## config.mk

```make
export PLATFORM = sky130hd
export DESIGN_NAME = reg16_shift_ctrl_flat
export DESIGN_NICKNAME = d
export VERILOG_FILES = /design/src/rtl/reg16_shift_ctrl_if.sv /design/src/rtl/reg16_shift_ctrl.sv /design/src/flat_wrapper.sv
export SDC_FILE = /design/constraint.sdc
export NUM_CORES = 1
export LEC_CHECK = 0
export ABC_AREA = 1
export CORE_UTILIZATION = 44
export CTS_CLUSTER_DIAMETER = 200
export DETAILED_ROUTE_END_ITERATION = 12
export PLACE_DENSITY = 0.93
export RECOVER_POWER = 25
export REMOVE_ABC_BUFFERS = 1
export SYNTH_ARGS = -nofsm -noshare
export SYNTH_HDL_FRONTEND = slang
export SYNTH_SLANG_ARGS = --single-unit
```

## constraint.sdc

```tcl
create_clock -name Clk -period 2.1 [get_ports Clk]
set_input_delay 0.525 -clock Clk [delete_from_list [all_inputs] [get_ports Clk]]
set_output_delay 0.525 -clock Clk [all_outputs]
set_load 0.01 [all_outputs]
```

## src/rtl/reg16_shift_ctrl_if.sv

```systemverilog
// Client-side bundle of reg16_shift_ctrl: request, per-client load data and
// shift lengths in, grant / done / result / busy back out.
interface reg16_shift_ctrl_if #(
  parameter int WIDTH = 16,
  parameter int CNT_W = 5
);
  logic [1:0]       Req;
  logic [WIDTH-1:0] Data_A;
  logic [WIDTH-1:0] Data_B;
  logic [CNT_W-1:0] Len_A;
  logic [CNT_W-1:0] Len_B;
  logic [1:0]       Gnt;
  logic [1:0]       Done;
  logic [WIDTH-1:0] Result;
  logic             Busy;

  // Handshake: a client holds Req[i] (with its Data/Len stable) until the
  // controller accepts it in IDLE; Gnt[i] then marks ownership and a one-cycle
  // Done[i] qualifies Result. Req still high in the Done cycle is a new request.
  modport master (
    output Req, Data_A, Data_B, Len_A, Len_B,
    input  Gnt, Done, Result, Busy
  );

  modport slave (
    input  Req, Data_A, Data_B, Len_A, Len_B,
    output Gnt, Done, Result, Busy
  );
endinterface

```

## src/rtl/reg16_shift_ctrl.sv

```systemverilog
// Two-client sequencer for a shared load/shift register: LOAD, Len shifts, CAPT.
// Optional macro REG16_CTRL_RR_EN selects round-robin instead of fixed A-first priority.
module reg16_shift_ctrl #(
  parameter int WIDTH = 16,
  parameter int CNT_W = 5
) (
  input  logic              Clk,
  input  logic              Reset,
  reg16_shift_ctrl_if.slave bus,
  input  logic [WIDTH-1:0]  Reg_Q,
  output logic              Reg_Load,
  output logic              Reg_Shift_En,
  output logic [WIDTH-1:0]  Reg_D,
  output logic [1:0]        Dbg_State
);

  typedef enum logic [1:0] {
    ST_IDLE  = 2'd0,
    ST_LOAD  = 2'd1,
    ST_SHIFT = 2'd2,
    ST_CAPT  = 2'd3
  } state_t;

  localparam logic [CNT_W-1:0] LEN_MAX = CNT_W'(WIDTH);

  state_t           r_state;
  state_t           w_next;
  logic             r_owner;
  logic [WIDTH-1:0] r_data;
  logic [CNT_W-1:0] r_len;
  logic [CNT_W-1:0] r_cnt;
  logic [WIDTH-1:0] r_result;
  logic [1:0]       r_done;

  logic             w_accept;
  logic             w_pick_b;
  logic             w_load;
  logic             w_shift;
  logic             w_capt;
  logic [WIDTH-1:0] w_data_sel;
  logic [CNT_W-1:0] w_len_sel;
  logic [CNT_W-1:0] w_len_clamp;
  logic [1:0]       w_owner_oh;

`ifdef REG16_CTRL_RR_EN
  // r_rr_ptr = 0 prefers A, 1 prefers B; only consulted when both request.
  logic r_rr_ptr;

  always_comb begin
    w_pick_b = bus.Req[1];
    if (bus.Req == 2'b11) begin
      w_pick_b = r_rr_ptr;
    end
  end

  always_ff @(posedge Clk or negedge Reset) begin
    if (!Reset) begin
      r_rr_ptr <= 1'b0;
    end else if (w_accept) begin
      r_rr_ptr <= ~w_pick_b;
    end
  end
`else
  assign w_pick_b = bus.Req[1] & ~bus.Req[0];
`endif

  assign w_data_sel  = w_pick_b ? bus.Data_B : bus.Data_A;
  assign w_len_sel   = w_pick_b ? bus.Len_B  : bus.Len_A;
  assign w_len_clamp = (w_len_sel > LEN_MAX) ? LEN_MAX : w_len_sel;
  assign w_owner_oh  = r_owner ? 2'b10 : 2'b01;

  always_comb begin
    w_next   = r_state;
    w_accept = 1'b0;
    w_load   = 1'b0;
    w_shift  = 1'b0;
    w_capt   = 1'b0;
    case (r_state)
      ST_IDLE: begin
        if (|bus.Req) begin
          w_accept = 1'b1;
          w_next   = ST_LOAD;
        end
      end
      ST_LOAD: begin
        w_load = 1'b1;
        w_next = (r_len == '0) ? ST_CAPT : ST_SHIFT;
      end
      ST_SHIFT: begin
        w_shift = 1'b1;
        if (r_cnt == CNT_W'(1)) begin
          w_next = ST_CAPT;
        end
      end
      ST_CAPT: begin
        w_capt = 1'b1;
        w_next = ST_IDLE;
      end
      default: begin
        w_next = ST_IDLE;
      end
    endcase
  end

  always_ff @(posedge Clk or negedge Reset) begin
    if (!Reset) begin
      r_state <= ST_IDLE;
    end else begin
      r_state <= w_next;
    end
  end

  always_ff @(posedge Clk or negedge Reset) begin
    if (!Reset) begin
      r_owner <= 1'b0;
      r_data  <= '0;
      r_len   <= '0;
    end else if (w_accept) begin
      r_owner <= w_pick_b;
      r_data  <= w_data_sel;
      r_len   <= w_len_clamp;
    end
  end

  // Counter holds the remaining shifts including the current one.
  always_ff @(posedge Clk or negedge Reset) begin
    if (!Reset) begin
      r_cnt <= '0;
    end else if (w_load) begin
      r_cnt <= r_len;
    end else if (w_shift) begin
      r_cnt <= r_cnt - CNT_W'(1);
    end
  end

  always_ff @(posedge Clk or negedge Reset) begin
    if (!Reset) begin
      r_result <= '0;
      r_done   <= 2'b00;
    end else begin
      r_done <= w_capt ? w_owner_oh : 2'b00;
      if (w_capt) begin
        r_result <= Reg_Q;
      end
    end
  end

  assign Reg_Load     = w_load;
  assign Reg_Shift_En = w_shift;
  assign Reg_D        = r_data;
  assign Dbg_State    = r_state;

  assign bus.Gnt    = (r_state != ST_IDLE) ? w_owner_oh : 2'b00;
  assign bus.Done   = r_done;
  assign bus.Result = r_result;
  assign bus.Busy   = (r_state != ST_IDLE);

endmodule

```

## src/flat_wrapper.sv

```systemverilog
// flat-port wrapper written by rule: the top's interface ports become plain ports
module reg16_shift_ctrl_flat 
#(
  parameter int WIDTH = 16,
  parameter int CNT_W = 5
)
  (Clk, Reset, Reg_Q, Reg_Load, Reg_Shift_En, Reg_D, Dbg_State, bus_Req, bus_Data_A, bus_Data_B, bus_Len_A, bus_Len_B, bus_Gnt, bus_Done, bus_Result, bus_Busy);
  reg16_shift_ctrl_if #(.WIDTH(WIDTH), .CNT_W(CNT_W)) bus_i ();
  input  logic Clk;
  input  logic Reset;
  input  logic [WIDTH-1:0] Reg_Q;
  output logic Reg_Load;
  output logic Reg_Shift_En;
  output logic [WIDTH-1:0] Reg_D;
  output logic [1:0] Dbg_State;
  input wire logic [$bits(bus_i.Req)-1:0] bus_Req;
  input wire logic [$bits(bus_i.Data_A)-1:0] bus_Data_A;
  input wire logic [$bits(bus_i.Data_B)-1:0] bus_Data_B;
  input wire logic [$bits(bus_i.Len_A)-1:0] bus_Len_A;
  input wire logic [$bits(bus_i.Len_B)-1:0] bus_Len_B;
  output wire logic [$bits(bus_i.Gnt)-1:0] bus_Gnt;
  output wire logic [$bits(bus_i.Done)-1:0] bus_Done;
  output wire logic [$bits(bus_i.Result)-1:0] bus_Result;
  output wire logic [$bits(bus_i.Busy)-1:0] bus_Busy;
  assign bus_i.Req = bus_Req;
  assign bus_i.Data_A = bus_Data_A;
  assign bus_i.Data_B = bus_Data_B;
  assign bus_i.Len_A = bus_Len_A;
  assign bus_i.Len_B = bus_Len_B;
  assign bus_Gnt = bus_i.Gnt;
  assign bus_Done = bus_i.Done;
  assign bus_Result = bus_i.Result;
  assign bus_Busy = bus_i.Busy;
  reg16_shift_ctrl #(.WIDTH(WIDTH), .CNT_W(CNT_W)) u_core (.Clk(Clk), .Reset(Reset), .bus(bus_i), .Reg_Q(Reg_Q), .Reg_Load(Reg_Load), .Reg_Shift_En(Reg_Shift_En), .Reg_D(Reg_D), .Dbg_State(Dbg_State));
endmodule
```

---- Yosys cells after proc, flatten, opt, wreduce, memory -nomap -nowiden ----
Cells that the tools add are included.
word-level totals
  register bits ........................... 47
  output and inout bits ................... 41
  logic and storage cells ................. 40
cells by class
  $add $sub $neg .......................... 1
  order comparisons ....................... 1
  equal/unequal tests ..................... 6
  multiplexer cells ....................... 17
  bitwise logic cells ..................... 2
  reductions and logical operators ........ 6
operators with widths
  kind                 count
  $mux 5               4
  $mux 16              1
  $mux 2               5
  $pmux 2 s4           1
  $mux 1               6
  $eq 5x1->1 const B   1
  $gt 5x5->1 const B   1
  $logic_not 5->1      1
  $sub 5x1->5 const B  1
  $eq 2x2->1 const B   2
  $ne 2x1->1 const B   2
  $reduce_bool 2->1    2
  $eq 2x1->1 const B   1
  $logic_not 2->1      1
  $reduce_and 2->1     1
  $reduce_or 2->1      1
  $and 1x1->1          1
  $not 1->1            1

---- Logic depth before layout (Yosys ltp) ----
Gate-level depths: netlist of the first run.
  word-level depth ........................ 5
  mapped depth ............................ 10

---- Worst setup path before layout of the first run ----
Ideal clock, no wire load.
  path type ............................... reg2out
  from .................................... reg u_core.r_state[0] (netlist: u_core.Dbg_State[0])
  to ...................................... out bus_Gnt[0]
  data arrival time ....................... 1.000 ns
  required time ........................... 1.575 ns
  setup slack ............................. 0.575 ns
  cell stages (with the launch flop) ...... 4
  buffers on the path ..................... 0
  path through ............................ dfrtp_1 inv_1 ha_1 nor2_1
on the way
  word-level cells in the longest chain between the ends .. 2
RTL lines
  what                    line                     RTL
  from (decl)             reg16_shift_ctrl.sv:26   state_t r_state;
  from (signal assigned)  reg16_shift_ctrl.sv:109  r_state <= w_next;
  $reduce_bool 2->1       reg16_shift_ctrl.sv:153  assign bus.Gnt = (r_state != ST_IDLE) ? w_owner_oh : 2'b00;
  $mux 2                  reg16_shift_ctrl.sv:153
  to (decl)               flat_wrapper.sv:21       output wire logic [$bits(bus_i.Gnt)-1:0] bus_Gnt;
Every way passes these cells.

---- Final worst setup path of the first run ----
  from .................................... reg u_core.r_state[0] (netlist: u_core.Dbg_State[0])
  to ...................................... out bus_Busy
on the way
  word-level cells in the longest chain between the ends .. 1
RTL lines
  what               line                     RTL
  $reduce_bool 2->1  reg16_shift_ctrl.sv:156  assign bus.Busy = (r_state != ST_IDLE);
  to (decl)          flat_wrapper.sv:24       output wire logic [$bits(bus_i.Busy)-1:0] bus_Busy;
Every way passes these cells.

==> results of run 1 <==
## cell families after synthesis
family / synth area share [%]
xor gates and xnor gates: 0.392
and+or+nand+nor: 24.8
DFF: 52.6
adders and majority gates: 3.36
AOI/OAI and AO/OA: 12.6
buffers and inverters: 6.26
## routing by layer
| layer | up-vias | global-route usage [%] |
|---|---|---|
| met5 | - | 0 |
| met4 | 0 | 7.05 |
| met3 | 6 | 6.31 |
| met2 | 105 | 41.9 |
| met1 | 1011 | 27.5 |
| li1 | 1087 | - |
## per-stage QoR
step / cells / utilization [%] / setup slack (ns)
floorplan: 265 / - / 0.512
finish: 451 / 72.2 / 0.103
global route: 451 / 72.2 / 0.0395
CTS: 451 / 72.2 / 0.0346
global placement: 442 / 69.5 / 0.159
detailed placement: 442 / 69.5 / 0.0900
## sequential cells by signal, indices dropped and copies added (netlist names)
name	count
u_core.r_owner	1
u_core.Dbg_State	2
u_core.r_cnt	5
u_core.bus.Done	2
u_core.Reg_D	16
u_core.bus.Result	16
u_core.r_len	5
## layout by cell type, fill, tap and decap left out, types with 2 or more instances in the layout
| cell | count |
|---|---|
| sky130_fd_sc_hd__a21oi_1 | 39 |
| sky130_fd_sc_hd__buf_12 | 2 |
| sky130_fd_sc_hd__buf_4 | 8 |
| sky130_fd_sc_hd__clkbuf_8 | 5 |
| sky130_fd_sc_hd__clkdlybuf4s50_1 | 96 |
| sky130_fd_sc_hd__dfrtp_1 | 46 |
| sky130_fd_sc_hd__dlygate4sd2_1 | 4 |
| sky130_fd_sc_hd__ha_1 | 4 |
| sky130_fd_sc_hd__inv_1 | 13 |
| sky130_fd_sc_hd__inv_2 | 3 |
| sky130_fd_sc_hd__nand2_1 | 100 |
| sky130_fd_sc_hd__nand2_4 | 2 |
| sky130_fd_sc_hd__nand3_1 | 8 |
| sky130_fd_sc_hd__nor2_1 | 28 |
| sky130_fd_sc_hd__o21ai_0 | 13 |
## where the power goes
part           switching (mW)  internal, mW
Combinational            1.29          1.24
Clock                   0.293         0.348
Sequential              0.252          1.35
## synthesized netlist by cell type
library cell / count
sky130_fd_sc_hd__o21ai_4: 1
sky130_fd_sc_hd__ha_1: 6
sky130_fd_sc_hd__clkbuf_8: 1
sky130_fd_sc_hd__a21oi_1: 39
sky130_fd_sc_hd__clkinv_1: 1
sky130_fd_sc_hd__buf_1: 1
sky130_fd_sc_hd__buf_8: 1
sky130_fd_sc_hd__nand2_2: 1
sky130_fd_sc_hd__buf_4: 3
sky130_fd_sc_hd__nand2_4: 2
sky130_fd_sc_hd__clkbuf_1: 1
sky130_fd_sc_hd__inv_1: 13
sky130_fd_sc_hd__nand2_1: 100
sky130_fd_sc_hd__inv_2: 3
sky130_fd_sc_hd__dfrtp_1: 47
sky130_fd_sc_hd__nor2_1: 28
sky130_fd_sc_hd__nand3_1: 8
sky130_fd_sc_hd__clkbuf_4: 1
sky130_fd_sc_hd__o21ai_0: 13
sky130_fd_sc_hd__o21ai_1: 1
sky130_fd_sc_hd__nand4_1: 1
sky130_fd_sc_hd__buf_2: 2
sky130_fd_sc_hd__xnor2_1: 1
## tightest hold or removal path, cell delays in order, from the launching register on
cell and delay, ns:
sky130_fd_sc_hd__dfrtp_1 0.35, sky130_fd_sc_hd__nand2_1 0.05, sky130_fd_sc_hd__nand2_1 0.05
## cell type report
class | count | area (sq um) | area share [%]
flip-flops and latches | 47 | 1180 | 33.8
multi-input cells | 201 | 936 | 26.9
inverters | 17 | 63.8 | 1.83
clock buffers | 5 | 68.8 | 1.98
well taps | 67 | 83.8 | 2.41
clock inverters | 2 | 37.5 | 1.08
repair buffers | 112 | 1110 | 32.0
## worst min-delay path by stage
stage / end / slack (ns) / cells after the start
floorplan: u_core.Dbg_State[0] / 0.23 / 0
global placement: u_core.bus.Result[5] / 0.45 / 2
detailed placement: u_core.bus.Result[12] / 0.46 / 2
CTS: u_core.bus.Result[1] / 0.21 / 1
global route: u_core.bus.Result[6] / 0.49 / 2
finish: u_core.bus.Result[0] / 0.48 / 2
## repair_timing
action	in CTS	in global routing
endpoints found under the setup margin	5	2
pin swaps	0	0
buffers inserted	2	0
resized for setup	7	2
==> summary.json, run 1 <==
{
  "floorplan": {
    "core_area_sq_mm": 0.00482,
    "die_width_um": 73.3,
    "io_pins": 103,
    "floorplan.initialDensity_pct": 46.4,
    "die_area_sq_mm": 0.00537,
    "placementRows": 25,
    "dieHeight_um": 73.3
  },
  "clocking": {
    "cts.reportedPaths.clkPinSlew_ns": 0.08,
    "cts_root_buf": "sky130_fd_sc_hd__clkbuf_8",
    "number_of_buffers_inserted_by_hold_repair_at_cts": 0,
    "cts_tree": "yes",
    "clock_path_buffers": 2,
    "clock_sink_count": 47,
    "htree_num_levels": 2,
    "insertion_delay_to_the_later_sink_of_the_worst_skew_pair_ns": 0.29,
    "tritoncts.num_buffers": 5
  },
  "setup_path": {
    "timing_worst_setup_path_type": "reg -> out",
    "worst_setup_path_start_kind": "register",
    "path_max_fanout": 5,
    "timing.critical_path.required_ns": 1.57,
    "cpMaxStageDelayCell": "sky130_fd_sc_hd__dfrtp_2",
    "worst_flop_to_flop_path_endpoint": "u_core.Reg_D[14]",
    "reg2reg_depth": 7,
    "cp_num_buf_inv": 3,
    "worst_path_most_repeated_cell": "sky130_fd_sc_hd__inv_1",
    "crit_cells": 4,
    "reg2reg_setup_slack_ns": 0.47,
    "critical_path.reg2reg.startpoint": "u_core.Dbg_State[0]",
    "crit_path_max_incr_delay_ns": 0.46,
    "critical_path.endpoint": "bus_Busy",
    "worst_path_dominant_cell_family": "buffers and inverters",
    "crit_path_start": "u_core.Dbg_State[0]",
    "path_cells": "inv_1, ha_2, inv_1, dlygate4sd2_1",
    "worst_setup_path_end_kind": "output port",
    "arrival_ns": 1.47
  },
  "drt": {
    "final_antenna_net_count": 0,
    "drt-total-wl_mm": 5.94,
    "viasPerCell": 4.90,
    "met1_length_mm": 2.37,
    "drt_pass1_iterations": 4,
    "routed-wl-met3_um": 478,
    "dr_wl_met2_mm": 3.02,
    "routed_wire_length_per_instance_um": 13.2,
    "drt-initial-drc-count": 138,
    "dr.max_layer_used": "met4",
    "routed-via-count": 2209,
    "drc": 0
  },
  "power": {
    "design_power_total_mw": 4.77,
    "power.static_leakage_nw": 1.63,
    "peakVddDrop_uv": 715,
    "powerDensity_mw_per_mm2": 1370
  },
  "timing": {
    "min_period_over_period_pct": 95.1,
    "setup_repair_after_global_routing_missed_its_margin": "no",
    "hold_viol": 0,
    "finalSetupViolCount": 0,
    "slew-limit-headroom_pct": 14.3,
    "worst_hold_slack_ns": 0.476,
    "tightestPinTransition_ns": 1.28,
    "min_period_ns": 2.00,
    "timing.setup.tns_ns": 0,
    "max_freq_ghz": 0.501,
    "slew_viol_final": 0,
    "fin_skew_ns": 0.00716
  },
  "placement": {
    "placed_area_sq_mm": 0.00335,
    "detailed_place_hpwl_mm": 4.42,
    "gp_congestion": 0.927,
    "place.port_buffers": 102
  },
  "worst_hold_path": {
    "hold_class": "reg -> reg",
    "min_from": "u_core.bus.Result[0]"
  },
  "flow_run": {
    "cap_violations": 0
  },
  "global_routing": {
    "total_grt_overflow": 0,
    "grt_first_pass_wirelength_mm": 9.56,
    "gr-usage-all-layers_pct": 23.4,
    "first_global_vias": 2111,
    "pin_count_of_the_biggest_net_entering_global_routing": 26,
    "grt_antenna_before_repair": 0
  },
  "yosys": {
    "yosysSeqAreaShare_pct": 52.6,
    "ys_ff_latch": 47,
    "synthesis.area_sq_mm": 0.00224,
    "postSynthCellCount": 275,
    "yosys-top-cells-area": "sky130_fd_sc_hd__dfrtp_1, sky130_fd_sc_hd__nand2_1, sky130_fd_sc_hd__a21oi_1",
    "post_synth_num_cell_types": 23,
    "synth.largest_area_cell": "sky130_fd_sc_hd__dfrtp_1",
    "synth_top_area_share_pct": 52.6,
    "synth.yosys.warnings": 0,
    "synthesis.area_per_instance_sq_um": 8.14
  },
  "cells_and_area": {
    "final_cell_area_sq_mm": 0.00348,
    "insertedDiodeCount": 0,
    "areaGrowthSynthToFinish_pct": 55.5,
    "layout-drive-gt1-share_pct": 7.03,
    "design.final.nets": 452,
    "fillers": 382
  },
  "run_status": {
    "run_status": "complete, no violations"
  }
}
No activity file was read; power rests on OpenSTA's default activity.
==> inputs of run 2 (changes only) <==
- ABC_AREA: 1 -> default
- CORE_UTILIZATION: 44 -> 45
- PLACE_DENSITY: 0.93 -> 0.94
==> run 2 against run 1 <==
  * Area after synthesis increased by 0.39%
  * First-iteration DRC count decreased by 28%
  * Sequential cell count unchanged
  * Fmax grew 6.8%
  * Register-to-register slack lost 0.14 ns
  * Power grew 0.58%
  * Clock skew about the same
  * Final area fell by 0.83%
  * Sequential power about the same
  * Critical path type unchanged
  * Critical endpoint is now bus_Gnt[1]
==> summary.json, run 2 <==
{
  "run_status": {
    "run_status": "complete, no violations"
  },
  "floorplan": {
    "die_area": {"value": 0.00528, "unit": "sq mm", "change": "-1.8%"},
    "die_width": {"value": 72.6, "unit": "um", "change": "-0.90%"},
    "core_area": {"value": 0.00475, "unit": "sq mm", "change": "-1.3%"},
    "dieHeight": {"value": 72.6, "unit": "um", "change": "-0.90%"},
    "placementRows": {"value": 25, "change": "unchanged"},
    "floorplan.initialDensity": {"value": 47.2, "unit": "%", "change": "+0.80 points"},
    "io_pins": {"value": 103, "change": "unchanged"}
  },
  "yosys": {
    "synthesis.area": {"value": 0.00225, "unit": "sq mm", "change": "+0.39%"},
    "synth.yosys.warnings": {"value": 0, "change": "unchanged"},
    "synth_common_cells": "sky130_fd_sc_hd__dfrtp_1, sky130_fd_sc_hd__nand2_1, sky130_fd_sc_hd__mux2_2, sky130_fd_sc_hd__mux2i_1, sky130_fd_sc_hd__o21ai_0",
    "synth_most_common_cell": "sky130_fd_sc_hd__dfrtp_1",
    "synthesis.area_per_instance": {"value": 11.5, "unit": "sq um", "change": "+42%"},
    "ys_async_sr_fraction": {"value": 100, "unit": "%", "change": "unchanged"},
    "dominantRegCellSynth": "sky130_fd_sc_hd__dfrtp_1",
    "post_synth_num_cell_types": {"value": 34, "change": "+48%"},
    "ys_ff_latch": {"value": 47, "change": "unchanged"},
    "yosysSeqAreaShare": {"value": 52.4, "unit": "%", "change": "-0.21 points"},
    "synth.largest_area_cell": "sky130_fd_sc_hd__dfrtp_1",
    "synth_top_area_share": {"value": 52.4, "unit": "%", "change": "-0.21 points"},
    "yosys-top-cells-area": "sky130_fd_sc_hd__dfrtp_1, sky130_fd_sc_hd__mux2_2, sky130_fd_sc_hd__mux2i_1",
    "synth_enable_flop_cells": {"value": 0, "change": "unchanged"},
    "postSynthCellCount": {"value": 195, "change": "-29%"}
  },
  "flow_run": {
    "cap_violations": {"value": 0, "change": "unchanged"}
  },
  "timing": {
    "slew-limit-headroom": {"value": 48.2, "unit": "%", "change": "+34 points"},
    "tightestPinTransition": {"value": 0.777, "unit": "ns", "change": "-0.507 ns"},
    "timing.setup.tns": {"value": 0, "unit": "ns", "change": "unchanged"},
    "slew_viol_final": {"value": 0, "change": "unchanged"},
    "finalSetupViolCount": {"value": 0, "change": "unchanged"},
    "max_freq": {"value": 0.535, "unit": "GHz", "change": "+6.8%"},
    "min_period": {"value": 1.87, "unit": "ns", "change": "-0.127 ns"},
    "hold_viol": {"value": 0, "change": "unchanged"},
    "fin_skew": {"value": 0.00730, "unit": "ns", "change": "+0.000140 ns"},
    "worst_hold_slack": {"value": 0.186, "unit": "ns", "change": "-0.290 ns"},
    "setup_repair_after_global_routing_missed_its_margin": "no",
    "fin_ws": {"value": 0.230, "unit": "ns", "change": "+0.127 ns"},
    "min_period_over_period": {"value": 89.0, "unit": "%", "change": "-6.1 points"}
  },
  "setup_path": {
    "arrival": {"value": 1.34, "unit": "ns", "change": "-0.13 ns"},
    "worst_setup_path_start_kind": "register",
    "worst_setup_path_end_kind": "output port",
    "timing.critical_path.required": {"value": 1.57, "unit": "ns", "change": "about the same"},
    "crit_path_max_incr_delay": {"value": 0.38, "unit": "ns", "change": "-0.08 ns"},
    "cpMaxStageDelayCell": "sky130_fd_sc_hd__dfrtp_1",
    "cp_num_buf_inv": {"value": 2, "change": "-1"},
    "worst_path_dominant_cell_family": "flip-flops",
    "path_cells": "inv_1, ha_2, nor2b_1, dlygate4sd2_1",
    "timing_worst_setup_path_type": "reg -> out",
    "path_max_fanout": {"value": 5, "change": "unchanged"}
  },
  "global_routing": {
    "grt_first_pass_wirelength": {"value": 8.17, "unit": "mm", "change": "-15%"},
    "total_grt_overflow": {"value": 0, "change": "unchanged"},
    "gr-usage-all-layers": {"value": 20.4, "unit": "%", "change": "-3.0 points"},
    "first_global_vias": {"value": 1819, "change": "-14%"},
    "pin_count_of_the_biggest_net_entering_global_routing": {"value": 34, "change": "+31%"},
    "grt_antenna_before_repair": {"value": 0, "change": "unchanged"}
  },
  "placement": {
    "gp_congestion": {"value": 0.811, "change": "-13%"},
    "detailed_place_hpwl": {"value": 3.89, "unit": "mm", "change": "-12%"},
    "place_ws": {"value": 0.117, "unit": "ns", "change": "+0.0267 ns"},
    "placed_area": {"value": 0.00334, "unit": "sq mm", "change": "-0.22%"},
    "place.port_buffers": {"value": 102, "change": "unchanged"}
  },
  "power": {
    "powerDensity": {"value": 1390, "unit": "mW/mm^2", "change": "+1.4%"},
    "design_power_total": {"value": 4.80, "unit": "mW", "change": "+0.58%"},
    "power.static_leakage": {"value": 1.55, "unit": "nW", "change": "-4.5%"},
    "peakVddDrop": {"value": 562, "unit": "uV", "change": "-21%"}
  },
  "clocking": {
    "tritoncts.num_buffers": {"value": 5, "change": "unchanged"},
    "insertion_delay_to_the_later_sink_of_the_worst_skew_pair": {"value": 0.30, "unit": "ns", "change": "about the same"},
    "htree_num_levels": {"value": 2, "change": "unchanged"},
    "clock_path_buffers": {"value": 2, "change": "unchanged"},
    "cts.reportedPaths.clkPinSlew": {"value": 0.09, "unit": "ns", "change": "about the same"},
    "clock_sink_count": {"value": 47, "change": "unchanged"},
    "cts_root_buf": "sky130_fd_sc_hd__clkbuf_8",
    "cts_tree": "yes",
    "number_of_buffers_inserted_by_hold_repair_at_cts": {"value": 0, "change": "unchanged"}
  },
  "drt": {
    "met1_length": {"value": 1.98, "unit": "mm", "change": "-17%"},
    "routed-wl-met3": {"value": 475, "unit": "um", "change": "-0.63%"},
    "viasPerCell": {"value": 5.01, "change": "+2.2%"},
    "dr_wl_met2": {"value": 2.59, "unit": "mm", "change": "-14%"},
    "dr.max_layer_used": "met4",
    "drt_pass1_iterations": {"value": 4, "change": "unchanged"},
    "routed_wire_length_per_instance": {"value": 13.9, "unit": "um", "change": "+5.4%"},
    "drt-initial-drc-count": {"value": 100, "change": "-28%"},
    "routed-via-count": {"value": 1852, "change": "-16%"},
    "drt-total-wl": {"value": 5.13, "unit": "mm", "change": "-14%"},
    "drc": {"value": 0, "change": "unchanged"},
    "final_antenna_net_count": {"value": 0, "change": "unchanged"}
  },
  "cells_and_area": {
    "layout-drive-gt1-share": {"value": 12.5, "unit": "%", "change": "+5.5 points"},
    "most_frequent_standard_cell_in_the_layout_excluding_fill_and_tap_cells": "sky130_fd_sc_hd__clkdlybuf4s50_1",
    "areaGrowthSynthToFinish_pct": 53.6,
    "insertedDiodeCount": {"value": 0, "change": "unchanged"},
    "fillers": {"value": 351, "change": "-8.1%"},
    "commonest_non_fill_non_tap_cells_in_the_layout": "sky130_fd_sc_hd__clkdlybuf4s50_1, sky130_fd_sc_hd__dfrtp_1, sky130_fd_sc_hd__nand2_1, sky130_fd_sc_hd__mux2_2, sky130_fd_sc_hd__mux2i_1",
    "design.final.nets": {"value": 370, "change": "-18%"},
    "final_cell_area": {"value": 0.00345, "unit": "sq mm", "change": "-0.83%"}
  },
  "worst_hold_path": {
    "hold_class": "in -> async"
  }
}
## run 2: changes by cell type in the layout (fill, tap and decap cells not counted), sizes merged, moves of 10 or more
cell | before | now
nand2 | 103 | 21
a21oi | 39 | 4
nor2 | 28 | 5
mux2 | 0 | 17
mux2i | 0 | 16
inv | 16 | 6
## run 2: what timing repair did
item / in CTS / in global routing
gates resized for setup: 3 / 3
setup endpoints to repair: 3 / 3
setup buffers: 0 / 0
## run 2: cell families after synthesis
kind of cell	after synthesis	share of synthesized area, %
mux	33	15.7
fa+ha+maj	6	3.34
simple gates	45	10.1
flops	47	52.4
compound gates	47	13.6
buf+inv	17	4.90
## run 2: worst reg2reg max path, stage by stage, from the launching register on
cell                      delay, ns
sky130_fd_sc_hd__dfrtp_1       0.40
sky130_fd_sc_hd__inv_1         0.08
sky130_fd_sc_hd__ha_1          0.15
sky130_fd_sc_hd__inv_1         0.05
sky130_fd_sc_hd__o41ai_2       0.40
sky130_fd_sc_hd__o31a_1        0.24
sky130_fd_sc_hd__mux2_1        0.33
## run 2: stage by stage
step | utilization, % | std cells
global route | 72.6 | 370
floorplan | - | 184
detailed placement | 70.2 | 362
CTS | 72.6 | 370
finish | 72.6 | 370
global placement | 70.2 | 362
## run 2: final cells by class
type | count | area [sq um] | area share [%]
Timing Repair Buffer | 111 | 1090 | 31.7
Inverter | 6 | 22.5 | 0.653
Tap cell | 67 | 83.8 | 2.43
Clock inverter | 3 | 43.8 | 1.27
Multi-Input combinational cell | 131 | 962 | 27.9
Sequential cell | 47 | 1180 | 34.1
Clock buffer | 5 | 68.8 | 1.99
## run 2: final timing paths
check                                     from             endpoint  slack, ns  cells past startpoint
max reg2reg                    u_core.r_cnt[1]  u_core.Dbg_State[1]       0.33                      6
max in group asynchronous                Reset      u_core.Reg_D[3]       0.83                      2
max                        u_core.Dbg_State[0]           bus_Gnt[1]       0.23                      4
min                                      Reset      u_core.r_cnt[3]       0.19                      1
min in group Clk               u_core.Reg_D[3]      u_core.Reg_D[3]       0.48                      2
min reg2reg                    u_core.Reg_D[3]      u_core.Reg_D[3]       0.48                      2
## run 2: where the power goes
group / leakage (nW) / internal (mW) / total, mW / switching (mW)
Sequential: 0.572 / 1.36 / 1.62 / 0.267
Combinational: 0.923 / 1.42 / 2.52 / 1.10
Clock: 0.0581 / 0.354 / 0.657 / 0.302
Total: 1.55 / 3.13 / 4.80 / 1.67
## run 2: metal layers
layer	GRT usage (%)	up-vias
met5	0	-
met4	6.32	0
met3	8.29	11
met2	36.1	86
met1	22.3	853
li1	-	902
